==> config.mk <==
export PLATFORM = sky130hd
export DESIGN_NAME = thermo_code_decoder
export DESIGN_NICKNAME = d
export VERILOG_FILES = /design/src/rtl/thermo_code_decoder_pkg.sv /design/src/rtl/thermo_code_decoder_map.sv /design/src/rtl/thermo_code_decoder.sv
export SDC_FILE = /design/constraint.sdc
export NUM_CORES = 1
export LEC_CHECK = 0
export ABC_AREA = 0
export BUFFER_PORTS_ARGS = -buffer_cell sky130_fd_sc_hd__buf_2
export CAP_MARGIN = 25
export CORE_MARGIN = 1
export CORE_UTILIZATION = 45
export DETAILED_ROUTE_END_ITERATION = 12
export HOLD_SLACK_MARGIN = 0.05
export SLEW_MARGIN = 25
export SYNTH_ARGS = -nofsm -noshare
export SYNTH_HDL_FRONTEND = slang
export SYNTH_HIERARCHICAL = 1
export SYNTH_SLANG_ARGS = --single-unit
==> constraint.sdc <==
create_clock -name clk -period 4.8 [get_ports clk]
set_clock_uncertainty 0.1 [all_clocks]
set_input_delay 0.24 -clock clk [delete_from_list [all_inputs] [get_ports clk]]
set_output_delay 0.24 -clock clk [all_outputs]
set_load 0.02 [all_outputs]
==> src/rtl/thermo_code_decoder_pkg.sv <==
// thermo_code_decoder_pkg: legal LED-bar codes, bin centres and FSM state encoding
package thermo_code_decoder_pkg;
  localparam logic [7:0] CODE_N4 = 8'b1000_0000;
  localparam logic [7:0] CODE_N3 = 8'b0100_0000;
  localparam logic [7:0] CODE_N2 = 8'b0010_0000;
  localparam logic [7:0] CODE_N1 = 8'b0001_0000;
  localparam logic [7:0] CODE_ZERO = 8'b0001_1000;
  localparam logic [7:0] CODE_P1 = 8'b0000_1000;
  localparam logic [7:0] CODE_P2 = 8'b0000_0100;
  localparam logic [7:0] CODE_P3 = 8'b0000_0010;
  localparam logic [7:0] CODE_P4 = 8'b0000_0001;
  localparam logic signed [15:0] LVL_N4 = -16'sd28672;
  localparam logic signed [15:0] LVL_N3 = -16'sd20480;
  localparam logic signed [15:0] LVL_N2 = -16'sd12288;
  localparam logic signed [15:0] LVL_N1 = -16'sd4096;
  localparam logic signed [15:0] LVL_ZERO = 16'sd0;
  localparam logic signed [15:0] LVL_P1 = 16'sd4096;
  localparam logic signed [15:0] LVL_P2 = 16'sd12288;
  localparam logic signed [15:0] LVL_P3 = 16'sd20480;
  localparam logic signed [15:0] LVL_P4 = 16'sd28672;
  localparam logic [7:0] LEGAL_CODES [9] = '{CODE_N4, CODE_N3, CODE_N2, CODE_N1, CODE_ZERO,
                                             CODE_P1, CODE_P2, CODE_P3, CODE_P4};
  localparam logic signed [15:0] LEVELS [9] = '{LVL_N4, LVL_N3, LVL_N2, LVL_N1, LVL_ZERO,
                                                LVL_P1, LVL_P2, LVL_P3, LVL_P4};
  localparam logic [1:0] ST_IDLE = 2'd0;
  localparam logic [1:0] ST_STEP = 2'd1;
  localparam logic [1:0] ST_PRESENT = 2'd2;
endpackage

==> src/rtl/thermo_code_decoder_map.sv <==
// thermo_code_map: combinational LED-bar code to bin-centre level lookup
module thermo_code_map
  import thermo_code_decoder_pkg::*;
(
  input  logic [7:0]         code,
  output logic signed [15:0] level,
  output logic               legal
);
  always_comb begin
    level = '0;
    legal = 1'b0;
    for (int i = 0; i < 9; i++) begin
      if (code == LEGAL_CODES[i]) begin
        level = LEVELS[i];
        legal = 1'b1;
      end
    end
  end
endmodule

==> src/rtl/thermo_code_decoder.sv <==
// thermo_code_decoder: debounced LED-bar code to slew-limited acceleration samples
module thermo_code_decoder
  import thermo_code_decoder_pkg::*;
#(
  parameter int STABLE_CYCLES = 4,
  parameter int STEP = 1024
) (
  input  logic               clk,
  input  logic               rst,
  input  logic [7:0]         code,
  input  logic               tick,
  input  logic               out_ready,
  output logic signed [15:0] accel,
  output logic               out_valid,
  output logic               code_err,
  output logic               overrun
);
  localparam logic [7:0] SC = 8'(STABLE_CYCLES);
  localparam logic signed [16:0] STEP17 = 17'(STEP);
  logic [7:0] code_q, prev_q, cnt_q, cnt_d;
  logic signed [15:0] target_q, target_d, accel_q, accel_d, level, sat;
  logic [1:0] state_q, state_d;
  logic valid_q, valid_d, err_q, err_d, ovr_q, ovr_d, legal, changed, accept;
  logic signed [16:0] diff, delta;
  logic signed [17:0] sum;

  thermo_code_map u_map (.code(code_q), .level(level), .legal(legal));

  // accept fires once, when STABLE_CYCLES identical registered codes have been seen
  always_comb begin
    changed = code_q != prev_q;
    cnt_d = changed ? 8'd0 : (cnt_q == SC ? cnt_q : cnt_q + 8'd1);
    accept = (SC == 8'd1) || (!changed && cnt_q == SC - 8'd2);
    target_d = accept && legal ? level : target_q;
    err_d = accept ? !legal : err_q;
    diff = {target_q[15], target_q} - {accel_q[15], accel_q};
    delta = diff > STEP17 ? STEP17 : (diff < -STEP17 ? -STEP17 : diff);
    sum = {delta[16], delta} + {{2{accel_q[15]}}, accel_q};
    sat = sum > 18'sd32767 ? 16'sh7fff : (sum < -18'sd32768 ? 16'sh8000 : sum[15:0]);
    state_d = state_q == ST_IDLE ? (tick ? ST_STEP : ST_IDLE)
            : state_q == ST_STEP ? ST_PRESENT
            : out_ready ? (tick ? ST_STEP : ST_IDLE) : ST_PRESENT;
    accel_d = state_q == ST_STEP ? sat : accel_q;
    valid_d = state_q == ST_STEP ? 1'b1 : (state_q != ST_IDLE && out_ready ? 1'b0 : valid_q);
    ovr_d = ovr_q | (tick & (state_q == ST_STEP | (state_q != ST_IDLE & !out_ready)));
  end

  always_ff @(posedge clk or posedge rst) begin
    if (rst) begin
      code_q <= CODE_ZERO;
      prev_q <= CODE_ZERO;
      cnt_q <= '0;
      target_q <= '0;
      accel_q <= '0;
      state_q <= ST_IDLE;
      valid_q <= 1'b0;
      err_q <= 1'b0;
      ovr_q <= 1'b0;
    end else begin
      code_q <= code;
      prev_q <= code_q;
      cnt_q <= cnt_d;
      target_q <= target_d;
      accel_q <= accel_d;
      state_q <= state_d;
      valid_q <= valid_d;
      err_q <= err_d;
      ovr_q <= ovr_d;
    end
  end

  assign accel = accel_q;
  assign out_valid = valid_q;
  assign code_err = err_q;
  assign overrun = ovr_q;
endmodule

# Word-level counts from Yosys, hierarchy flattened
# Cells that the tools add are included.
# W data, S select, Z words.
dict set report totals {
  reg_bits 61
  in_bits 12
  output_inout_bits 19
}
dict set report op_classes {
  addsub 3
  order_cmp 4
  n_eq_ne 14
  mux 30
  n_bitwise 4
  n_reduce_logical 9
}
# cell count
set op_table {}
lappend op_table {{$mux W16} 11}
lappend op_table {{$mux W17} 2}
lappend op_table {{$add A17 B16 Y18} 1}
lappend op_table {{$gt A18 B16 Y1 const B} 1}
lappend op_table {{$lt A18 B16 Y1 const B} 1}
lappend op_table {{$gt A17 B12 Y1 const B} 1}
lappend op_table {{$lt A17 B11 Y1 const B} 1}
lappend op_table {{$sub A16 B16 Y17} 1}
lappend op_table {{$eq A8 B2 Y1 const B} 2}
lappend op_table {{$eq A8 B3 Y1 const B} 2}
lappend op_table {{$eq A8 B5 Y1 const B} 2}
lappend op_table {{$mux W8} 2}
lappend op_table {{$mux W1} 12}
lappend op_table {{$add A8 B1 Y8 const B} 1}
lappend op_table {{$eq A8 B1 Y1 const B} 1}
lappend op_table {{$eq A8 B4 Y1 const B} 1}
lappend op_table {{$eq A8 B6 Y1 const B} 1}
lappend op_table {{$eq A8 B7 Y1 const B} 1}
lappend op_table {{$eq A8 B8 Y1 const B} 1}
lappend op_table {{$ne A8 B8 Y1} 1}
lappend op_table {{$mux W2} 3}
lappend op_table {{$reduce_bool A2 Y1} 2}
lappend op_table {{$logic_and A1 B1 Y1} 3}
lappend op_table {{$logic_not A1 Y1} 3}
lappend op_table {{5 further kinds} 7}

# Longest topological paths before layout
# Gate-level depths: netlist (run 1).
dict set report logic_depth {
  depth_word 11
  ltp_mapped 23
}

# By module
# Netlist (run 1), hierarchy kept.
# module n_inst cells_each area_each_um2 seq_area_each_um2
set by_module_without_submodules {}
lappend by_module_without_submodules {thermo_code_decoder 1 445 4286.6 1531.5}
lappend by_module_without_submodules {thermo_code_map 1 46 320.3 0.0}

# Worst setup path before layout (run 1)
# No wires, ideal clock.
dict set report synth_path {
  path_type {register to register}
  startpoint {register accel_q[0] (netlist: accel[0])}
  endpoint {register accel_q[8] (netlist: accel[8])}
  setup_ps 90
  arrival_time_ps 4652
  path_slack_ps -43
  path_stages_with_launch 21
  period_less_slack_ps 4843
  cell_sequence {dfrtp_1 -> ha_1 -> fa_1 -> nand2b_1 -> a21oi_1 -> o21ai_0 -> nor2b_1 -> xor2_1 -> a41oi_1 -> o41a_4 -> nor2_1 -> ha_1 -> nor2b_1 -> o211a_1 -> o211a_1 -> a2111oi_4 -> nor2_1 -> a2111oi_2 -> a31oi_1 -> buf_4 -> o221ai_1}
}
dict set report synth_via {
  elab_chain_len 8
}
# element line
set synth_rtl {}
lappend synth_rtl {{start: declaration} thermo_code_decoder.sv:21} ;# logic signed [15:0] target_q, target_d, accel_q, accel_d, level, sat;
lappend synth_rtl {{start signal: assignment} thermo_code_decoder.sv:64} ;# accel_q <= accel_d;
lappend synth_rtl {{$sub A16 B16 Y17} thermo_code_decoder.sv:36} ;# diff = {target_q[15], target_q} - {accel_q[15], accel_q};
lappend synth_rtl {{$lt A17 B11 Y1} thermo_code_decoder.sv:37} ;# delta = diff > STEP17 ? STEP17 : (diff < -STEP17 ? -STEP17 : diff);
lappend synth_rtl {{$mux W17 (2 in series)} thermo_code_decoder.sv:37}
lappend synth_rtl {{$add A17 B16 Y18 (*)} thermo_code_decoder.sv:38} ;# sum = {delta[16], delta} + {{2{accel_q[15]}}, accel_q};
lappend synth_rtl {{$lt A18 B16 Y1} thermo_code_decoder.sv:39} ;# sat = sum > 18'sd32767 ? 16'sh7fff : (sum < -18'sd32768 ? 16'sh8000 : sum[15:0]);
lappend synth_rtl {{$mux W16} thermo_code_decoder.sv:39}
lappend synth_rtl {{$mux W16 (*)} thermo_code_decoder.sv:39}
# Every way passes the cells marked *; elsewhere a longest branch is shown, timed or not.
# A chain may end at the register's enable or synchronous reset.

# Worst setup path in the final report (run 1)
dict set report layout_path {
  startpoint {register accel_q[4] (netlist: accel[4])}
  endpoint {register accel_q[11] (netlist: accel[11])}
}
# The elaborated chain is that of the path after synthesis.

==> results of run 1 <==
==> path summary, 6_finish.rpt <==
| check | slack [ns] | startpoint | endpoint |
|---|---|---|---|
| max | -0.23 | accel[4] | accel[11] |
| min | 0.32 | code_q[3] | prev_q[3] |
| max reg2reg | -0.23 | accel[4] | accel[11] |
| min reg2reg | 0.32 | code_q[3] | prev_q[3] |
| max in group asynchronous | 3.52 | rst | accel[0] |
| min in group asynchronous | 0.55 | rst | accel[0] |
==> cell type report <==
class | count | share of cell area [%]
Multi-Input combinational cell | 382 | 52.25
Clock inverter | 6 | 0.6873
Clock buffer | 10 | 2.100
Tap cell | 133 | 2.539
Inverter | 36 | 2.062
Sequential cell | 61 | 23.39
Timing Repair Buffer | 150 | 16.97
==> cells in the mapped netlist, drive strengths merged, types with 2 or more instances <==
cell	n
o211a	2
nand3	14
xor2	27
ha	36
mux2	16
o22ai	3
nor2b	9
a21o	8
o31ai	2
dfrtp	57
a311oi	3
a211oi	4
clkbuf	4
a22oi	4
o221ai	12
a2111oi	3
xnor2	14
nor2	42
a21boi	4
o21a	7
inv	36
o211ai	4
fa	2
a21oi	33
or4	6
o2111ai	4
nand4b	3
o21ai	29
buf	19
nor4	9
a31o	2
nand2	24
or2	3
nand4	2
dfstp	4
nand2b	5
nor3	9
and2	3
a31oi	3
a211o	2
mux2i	2
o41a	2
==> power groups by stage <==
stage	Sequential, mW	Clock, mW	Combinational [mW]
3_3_place_gp	0.682	0	2.63
4_1_cts	0.677	0.439	3.27
6_report	0.680	0.432	3.77
5_1_grt	0.691	0.462	4.01
2_1_floorplan	0.770	0	1.59
3_5_place_dp	0.685	0	2.69
==> kinds of logic after synthesis <==
| kind of cell | share of synthesized area, % |
|---|---|
| AOI/OAI and AO/OA | 22.38 |
| xor gates and xnor gates | 7.958 |
| adders and majority gates | 10.65 |
| buffers and inverters | 6.491 |
| DFF | 33.24 |
| muxes | 4.345 |
| other | 0.08140 |
| and+or+nand+nor | 14.86 |
==> metal layers <==
layer	vias to the layer above	wire, microns
li1	2072	-
met1	2081	5941
met2	94	6171
met3	27	465
met4	0	299
met5	-	0
==> registers in the layout, indices dropped and copies added (netlist names) <==
signal and flops:
accel 16, cnt_q 8, code_err 1, code_q 8, out_valid 1, overrun 1, prev_q 8, state_q 2
target_q 16
==> timing repair <==
item                                    CTS  global route
hold buffers                             11             0
gates resized for setup                  61            67
pin swaps                                23            46
setup buffers                            17            14
hold endpoints to repair                 68             0
cloned                                    2             0
endpoints found under the setup margin   15            16
==> flow_metrics.env, run 1 <==
export IMPL_status="finished, violations left"
export IMPL_violations="negative setup slack"
export IMPL_synth_top_area_share_pct=30.96
export IMPL_numCtsBuffers=9
export IMPL_p_sw_share_pct=46.38
export IMPL_maxCapViolCount=0
export IMPL_ys_flop_type="dfrtp_1"
export IMPL_worstSetupPathDepth=20
export IMPL_fillers=754
export IMPL_report_power_total_mw=4.885
export IMPL_cp_max_fo=8
export IMPL_p_comb_share_pct=77.2
export IMPL_wire_per_inst_microns=16.55
export IMPL_required_ns=4.92
export IMPL_met2_usage_pct=39.64
export IMPL_cpMaxStageDelayCell="a311oi_1"
export IMPL_clk_latency_ns=0.35
export IMPL_antenna_cells=0
export IMPL_tightest_slew_ns=0.7669
export IMPL_track_usage_pct=24.57
export IMPL_num_vias=4274
export IMPL_path_clk_slew_ns=0.08
export IMPL_globalRouteMet3Util_pct=5.108
export IMPL_async_reset_ff_share_pct=100.0
export IMPL_grt_setup_unrepaired="true"
export IMPL_multi_input_area_sq_um=3425
export IMPL_dpl_instance_area_sq_um=5426
export IMPL_htree_levels=3
export IMPL_dp_hpwl_mm=8.913
export IMPL_tritoncts="built"
export IMPL_cp_cell_sequence="inv_1 -> ha_2 -> o2111ai_4 -> a311oi_1 -> o21a_1 -> o221ai_2 -> o41a_4 -> nor2_4 -> ha_4 -> o211ai_1 -> o211ai_1 -> a221oi_2 -> buf_4 -> o21ai_4 -> a211oi_4 -> buf_6 -> a2111oi_4 -> a31oi_2 -> buf_6 -> o221ai_4"
export IMPL_dp_cells=723
export IMPL_dp_slack_ns=-0.3639
export IMPL_ff_latch_area_sq_um=1533
export IMPL_power_switching_mw=2.266
export IMPL_fin_util_pct=66.44
export IMPL_seq_area_frac_synth_pct=33.24
export IMPL_fin_tns_setup_ns=-2.962
export IMPL_final_hold_violation_count=0
export IMPL_synth_edf_count=0
export IMPL_slowest_delay_ns=0.53
export IMPL_cts_sinks=61
export IMPL_yosys_area_top_type="dfrtp_1"
export IMPL_max_clock_freq_mhz=198.7
export IMPL_layout_common_cells="buf_4, dfrtp_1, nor2_1"
export IMPL_drc_errors=0
export IMPL_drt_antenna_violating_nets=0
export IMPL_first_global_vias=4078
export IMPL_synthTopCellsByArea="dfrtp_1, ha_1, xor2_1"
export IMPL_finalSetupViolCount=15
export IMPL_fin_crit_sh_pct=104.8
export IMPL_ctsLongestPathBuffers=2
export IMPL_startpoint_type="flop"
export IMPL_criticalPathCategory="flop to flop"
export IMPL_first_pass_iters=5
export IMPL_rows=36
export IMPL_grt_max_degree=62
export IMPL_r2r_cells=20
export IMPL_worstPathArrival_ns=5.15
export IMPL_finalCriticalPeriod_ns=5.033
export IMPL_yosysWarnings=6
export IMPL_die_w_microns=103.2
export IMPL_port_buffers=30
export IMPL_relSlewSlack_pct=48.88
export IMPL_sequentialPowerShare_pct=13.9
export IMPL_fin_cells=778
export IMPL_nNetsFinal=690
export IMPL_antenna_found_initial=0
export IMPL_final_common_cell="buf_4"
export IMPL_crit_buf_inv=4
export IMPL_fp_dieH_microns=103.2
export IMPL_hp_class="flop to flop"
export IMPL_grt_busiest_layer="met2"
export IMPL_drt_wl_total_mm=12.88
export IMPL_ys_ff_latch=61
export IMPL_hold_depth=0
export IMPL_gp_congestion=0.8663
export IMPL_dieArea_sq_um=10650
export IMPL_ys_types=74
export IMPL_clockPowerShare_pct=8.9
export IMPL_grt_pass1_wl_mm=19.89
export IMPL_syn_to_final_growth_pct=42.26
export IMPL_slew_violations=0
export IMPL_p_int_mw=2.619
export IMPL_core_area_sq_um=9864
export IMPL_peakVddDrop_v=0.0004221
export IMPL_drtIter0Drc=223
export IMPL_fin_ws_ns=-0.2327
export IMPL_ioPinCount=31
export IMPL_avgSynthCellArea_sq_um=9.383
export IMPL_overflow=0
export IMPL_syn_area_sq_um=4607
export IMPL_grt_use_met1_pct=32.57
export IMPL_via_per_inst=5.494
export IMPL_leakagePower_nw=2.857
export IMPL_worst_hold_slack_ns=0.3217
export IMPL_synth_cells=491
export IMPL_cts_root_buf="clkbuf_8"
export IMPL_path_delay_family="compound AO/OA/AOI/OAI gates"
export IMPL_drive_above_1_share_pct=44.19
export IMPL_cp_end_kind="flop"
export IMPL_initial_core_util_pct=46.70
export IMPL_p_per_area_nw_per_um2=745.3
export IMPL_stdcell_area_sq_um=6554
Power figures use the tool's default switching activity.
==> inputs of run 2 (changes only) <==
--- a/config.mk
+++ b/config.mk
@@ -5,7 +5,7 @@
 export SDC_FILE = /design/constraint.sdc
 export NUM_CORES = 1
 export LEC_CHECK = 0
-export ABC_AREA = 0
+export ABC_AREA = 1
 export BUFFER_PORTS_ARGS = -buffer_cell sky130_fd_sc_hd__buf_2
 export CAP_MARGIN = 25
 export CORE_MARGIN = 1
==> run 2 against run 1 <==
Effect of this change:
- the flow now finishes without violations
- clock power grew 66%
- sequential power grew 4.7%
- final area shrank 9.4%
- global-route usage shrank 2.7 points
- first-iteration DRC count grew 4.5%
- largest power group unchanged
==> flow_metrics.env, run 2 <==
export IMPL_required_ns=4.97
export IMPL_startpoint_type="flop"
export IMPL_via_per_inst=4.791
export IMPL_layout_common_cells="nand2_1, inv_1, dfrtp_1"
export IMPL_cp_end_kind="flop"
export IMPL_drive_above_1_share_pct=14.64
export IMPL_synth_cells=785
export IMPL_yosys_area_share_xor_xnor_pct=3.711
export IMPL_status="complete, no violations"
export IMPL_synth_edf_count=0
export IMPL_cpMaxStageDelayCell="dfrtp_1"
export IMPL_rows=38
export IMPL_syn_area_sq_um=5192
export IMPL_ctsLongestPathBuffers=2
export IMPL_numCtsBuffers=9
export IMPL_initial_core_util_pct=47.07
export IMPL_ioPinCount=31
export IMPL_clockPowerShare_pct=15.0
export IMPL_drt_wl_total_mm=11.96
export IMPL_synth_fa_ha_area_share_pct=9.446
export IMPL_dp_hpwl_mm=9.249
export IMPL_dp_cells=949
export IMPL_cts_root_buf="clkbuf_16"
export IMPL_final_common_cell="nand2_1"
export IMPL_r2r_start="accel[0]"
export IMPL_avgSynthCellArea_sq_um=6.615
export IMPL_crit_buf_inv=4
export IMPL_fin_util_pct=53.85
export IMPL_cp_max_fo=10
export IMPL_path_clk_slew_ns=0.06
export IMPL_syn_to_final_growth_pct=14.39
export IMPL_tritoncts="built"
export IMPL_slew_violations=0
export IMPL_peakVddDrop_v=0.0005718
export IMPL_synth_top_area_share_pct=27.47
export IMPL_async_reset_ff_share_pct=100.0
export IMPL_worstSetupPathDepth=35
export IMPL_grt_setup_unrepaired="false"
export IMPL_p_per_area_nw_per_um2=805.5
export IMPL_r2r_setup_slack_ns=0.45
export IMPL_drc_errors=0
export IMPL_cpMostUsedCell="nand2_1"
export IMPL_tightest_slew_ns=0.7974
export IMPL_gp_congestion=0.9260
export IMPL_fp_dieH_microns=109.4
export IMPL_synthTopCellsByArea="dfrtp_1, nand2_1, ha_1"
export IMPL_die_w_microns=109.4
export IMPL_ys_ff_latch=61
export IMPL_hp_class="primary input to asynchronous set/reset pin"
export IMPL_leakagePower_nw=3.326
export IMPL_yosys_area_top_type="dfrtp_1"
export IMPL_fin_tns_setup_ns=0
export IMPL_p_int_mw=2.285
export IMPL_post_synth_top_count_cell="nand2_1"
export IMPL_first_global_vias=4453
export IMPL_path_delay_family="simple AND/OR/NAND/NOR gates"
export IMPL_grt_pass1_wl_mm=20.12
export IMPL_ys_types=42
export IMPL_r2r_cells=35
export IMPL_drtIter0Drc=233
export IMPL_antenna_cells=0
export IMPL_worstPathArrival_ns=4.51
export IMPL_yosys_mux_area_fraction_pct=0
export IMPL_p_sw_share_pct=52.24
export IMPL_synth_commonest_cells="nand2_1, inv_1, dfrtp_1"
export IMPL_dpl_instance_area_sq_um=5438
export IMPL_cp_endpoint="accel[11]"
export IMPL_synth_compound_area_share_pct=8.699
export IMPL_cts_sinks=61
export IMPL_wire_per_inst_microns=12.21
export IMPL_drt_antenna_violating_nets=0
export IMPL_seq_area_frac_synth_pct=29.49
export IMPL_p_comb_share_pct=70.1
export IMPL_synth_simple_area_share_pct=36.34
export IMPL_worst_hold_slack_ns=0.04018
export IMPL_max_clock_freq_mhz=230.0
export IMPL_port_buffers=30
export IMPL_core_area_sq_um=11030
export IMPL_power_switching_mw=2.499
export IMPL_clk_latency_ns=0.34
export IMPL_final_hold_violation_count=0
export IMPL_sequentialPowerShare_pct=14.9
export IMPL_synth_top_family_by_area="simple AND/OR/NAND/NOR gates"
export IMPL_fin_cells=980
export IMPL_yosysWarnings=6
export IMPL_relSlewSlack_pct=46.84
export IMPL_dieArea_sq_um=11970
export IMPL_reg2reg_to="accel[11]"
export IMPL_maxCapViolCount=0
export IMPL_htree_levels=3
export IMPL_antenna_found_initial=0
export IMPL_finalCriticalPeriod_ns=4.348
export IMPL_num_vias=4695
export IMPL_fin_crit_sh_pct=90.58
export IMPL_grt_max_degree=62
export IMPL_ys_flop_type="dfrtp_1"
export IMPL_finalSetupViolCount=0
export IMPL_track_usage_pct=21.91
export IMPL_slowest_delay_ns=0.42
export IMPL_overflow=0
export IMPL_criticalPathCategory="flop to flop"
export IMPL_stdcell_area_sq_um=5939
export IMPL_first_pass_iters=5
export IMPL_nNetsFinal=885
export IMPL_critPathLaunch="accel[0]"
[run 2: worst min-delay path by stage]
stage / to / slack [ns] / cells past startpoint
after detailed placement: code_q[4] / 0.25 / 1
after global placement: code_q[4] / 0.25 / 1
final: accel[4] / 0.04 / 3
after global routing: code_q[1] / 0.13 / 3
after CTS: accel[5] / 0.07 / 3
after floorplan: code_q[3] / 0.14 / 0
[run 2: repair_timing]
action | CTS | global route
setup endpoints to repair | 0 | 15
hold endpoints to repair | 11 | 0
gates resized for setup | 0 | 9
hold buffers | 10 | 0
buffers inserted | 0 | 4
[run 2: layout make-up]
type	instances	area (sq um)
Clock buffer	11	242.7
Clock inverter	5	83.83
Fill cell	1127	5091
Inverter	131	491.7
Multi-Input combinational cell	585	3099
Sequential cell	61	1531
Tap cell	140	175.2
Timing Repair Buffer	47	315.3
[run 2: worst register-to-register path: cells and delay by family (launching register included)]
kind	cells	cell delay, ns
flip-flops	1	0.42
adder cells (fa/ha/maj)	4	1.17
buffers and inverters	4	0.29
AND/OR/NAND/NOR	27	2.32
[run 2: logic make-up after synthesis]
logic type               count (synthesis)
AND/OR/NAND/NOR                        429
buffers and inverters                  151
AO/OA/AOI/OAI                           83
flip-flops                              61
adder cells (fa/ha/maj)                 38
XOR/XNOR                                22
other                                    1
[run 2: per-stage QoR]
step	power (mW)	setup slack, ns
global route	5.294	0.02603
global placement	3.787	0.3347
floorplan	3.249	0.6160
detailed placement	3.808	0.1769
CTS	4.558	0.1315
finish	4.784	0.4523
[run 2: power groups by stage]
stage / clock [mW] / sequential, mW / combinational (mW)
2_1_floorplan: 0 / 0.767 / 2.48
3_3_place_gp: 0 / 0.717 / 3.07
3_5_place_dp: 0 / 0.724 / 3.08
4_1_cts: 0.730 / 0.716 / 3.11
5_1_grt: 0.754 / 0.726 / 3.81
6_report: 0.718 / 0.712 / 3.35
[run 2: metal layers]
layer / GRT usage (%) / vias to the layer above / part of all wire [%]
li1: - / 2515 / -
met1: 27.13 / 2076 / 47
met2: 38.36 / 84 / 47
met3: 3.794 / 20 / 4.1
met4: 7.429 / 0 / 1.7
met5: 0 / - / 0
==> inputs of run 3 (changes only) <==
--- a/config.mk
+++ b/config.mk
@@ -6,11 +6,11 @@
 export NUM_CORES = 1
 export LEC_CHECK = 0
 export ABC_AREA = 1
-export BUFFER_PORTS_ARGS = -buffer_cell sky130_fd_sc_hd__buf_2
 export CAP_MARGIN = 25
 export CORE_MARGIN = 1
 export CORE_UTILIZATION = 45
 export DETAILED_ROUTE_END_ITERATION = 12
+export DONT_BUFFER_PORTS = 1
 export HOLD_SLACK_MARGIN = 0.05
 export SLEW_MARGIN = 25
 export SYNTH_ARGS = -nofsm -noshare
==> run 3 against run 2 <==
Effect of this change:
- sequential cell count unchanged
- wire length up 3.8%
- critical endpoint is now accel[2]
- largest cell class unchanged
- sequential share of layout area up 0.34 points
- fmax up 0.23%
- worst hold slack better by 0.23 ns
- register-to-register slack about the same
- final area down 1.2%
==> flow_metrics.env, run 3 (same netlist as run 2, synthesis figures left out) <==
export IMPL_status="complete, no violations"
export IMPL_finalSetupViolCount=0
export IMPL_clk_latency_ns=0.35
export IMPL_cp_end_kind="flop"
export IMPL_worstPathArrival_ns=4.51
export IMPL_finalCriticalPeriod_ns=4.338
export IMPL_ctsLongestPathBuffers=2
export IMPL_final_common_cell="nand2_1"
export IMPL_cpMaxStageDelayCell="fa_1"
export IMPL_rows=38
export IMPL_grt_pass1_wl_mm=20.49
export IMPL_required_ns=4.98
export IMPL_gp_congestion=0.9245
export IMPL_num_vias=4729
export IMPL_slowest_delay_ns=0.40
export IMPL_tritoncts="built"
export IMPL_drive_above_1_share_pct=12.56
export IMPL_drtIter0Drc=183
export IMPL_cp_max_fo=8
export IMPL_cts_root_buf="clkbuf_16"
export IMPL_wire_per_inst_microns=12.93
export IMPL_first_global_vias=4488
export IMPL_hp_class="primary input to asynchronous set/reset pin"
export IMPL_dp_hpwl_mm=9.717
export IMPL_drt_antenna_violating_nets=0
export IMPL_htree_levels=3
export IMPL_layout_common_cells="nand2_1, inv_1, dfrtp_1"
export IMPL_maxCapViolCount=0
export IMPL_relSlewSlack_pct=54.04
export IMPL_final_hold_violation_count=0
export IMPL_syn_to_final_growth_pct=12.99
export IMPL_startpoint_type="flop"
export IMPL_cpMostUsedCell="nand2_1"
export IMPL_tightest_slew_ns=0.6878
export IMPL_fin_crit_sh_pct=90.37
export IMPL_fin_ws_ns=0.4621
export IMPL_antenna_cells=0
export IMPL_path_clk_slew_ns=0.05
export IMPL_cts_sinks=61
export IMPL_max_clock_freq_mhz=230.5
export IMPL_first_pass_iters=5
export IMPL_antenna_found_initial=0
export IMPL_fp_dieH_microns=109.4
export IMPL_slew_violations=0
export IMPL_drt_wl_total_mm=12.42
export IMPL_dieArea_sq_um=11970
export IMPL_numCtsBuffers=9
export IMPL_criticalPathCategory="flop to flop"
export IMPL_port_buffers=0
export IMPL_overflow=0
export IMPL_fillers=1117
export IMPL_fin_util_pct=53.19
export IMPL_dp_slack_ns=0.2584
export IMPL_drc_errors=0
export IMPL_core_area_sq_um=11030
export IMPL_grt_max_degree=44
export IMPL_initial_core_util_pct=47.07
export IMPL_ioPinCount=31
export IMPL_nNetsFinal=865
export IMPL_track_usage_pct=22.78
export IMPL_die_w_microns=109.4
export IMPL_via_per_inst=4.926
[run 3: changes by cell type in the layout (fill, tap and decap cells not counted), sizes merged]
cell	before	now
inv	131	132
dlygate4sd3	10	11
clkinv	1	2
buf	37	16
clkbuf	11	9
[run 3: through the flow]
stage               setup TNS, ns  area (sq um)  hold slack [ns]  cells
global placement                0          5378          0.04954    931
CTS                             0          5811           0.2689    958
floorplan                       0          5234           0.1445    796
global route             -0.01824          5867           0.3080    960
finish                          0          5867           0.2735    960
detailed placement              0          5378          0.05698    931
[run 3: critical path, delay by kind of cell, from the launching register on]
kind	cells	cell delay, ns
buffers and inverters	4	0.32
flip-flops	1	0.38
adder cells (fa/ha/maj)	4	1.20
AND/OR/NAND/NOR	27	2.25
[run 3: area by class of cell]
class                      count  area, sq um  share of cell area, %
inverter                     131        491.7                  8.381
multi-input combinational    585         3102                  52.87
tap                          140        175.2                  2.986
clock buffer                   9        225.2                  3.839
clock inverter                 7        97.59                  1.663
timing repair buffer          27        242.7                  4.137
sequential                    61         1533                  26.12
[run 3: path summary, 6_finish.rpt]
kind / from / end / slack (ns) / cells after the start
worst max register to register: accel[0] / accel[2] / 0.46 / 35
worst min-delay path: rst / overrun / 0.27 / 2
worst max-delay path: accel[0] / accel[2] / 0.46 / 35
min in group clk: code_q[3] / prev_q[3] / 0.30 / 0
max in group asynchronous: rst / accel[1] / 3.40 / 3
worst min register to register: code_q[3] / prev_q[3] / 0.30 / 0
[run 3: routing by layer]
| metal | track usage, % | vias to the layer above | routed length [microns] |
|---|---|---|---|
| li1 | - | 2471 | - |
| met1 | 28.06 | 2121 | 5652 |
| met2 | 38.68 | 114 | 5769 |
| met3 | 3.734 | 23 | 624 |
| met4 | 11.05 | 0 | 369 |
| met5 | 0 | - | 0 |
[run 3: what timing repair did]
action,in CTS,in global routing
hold buffers,11,0
buffers inserted,0,1
endpoints found under the setup margin,0,15
gates resized for setup,0,9
hold endpoints to repair,30,0
Power of run 3 is not shown: default switching activity piles up to over one toggle a cycle in this logic, so the estimate is an artifact.
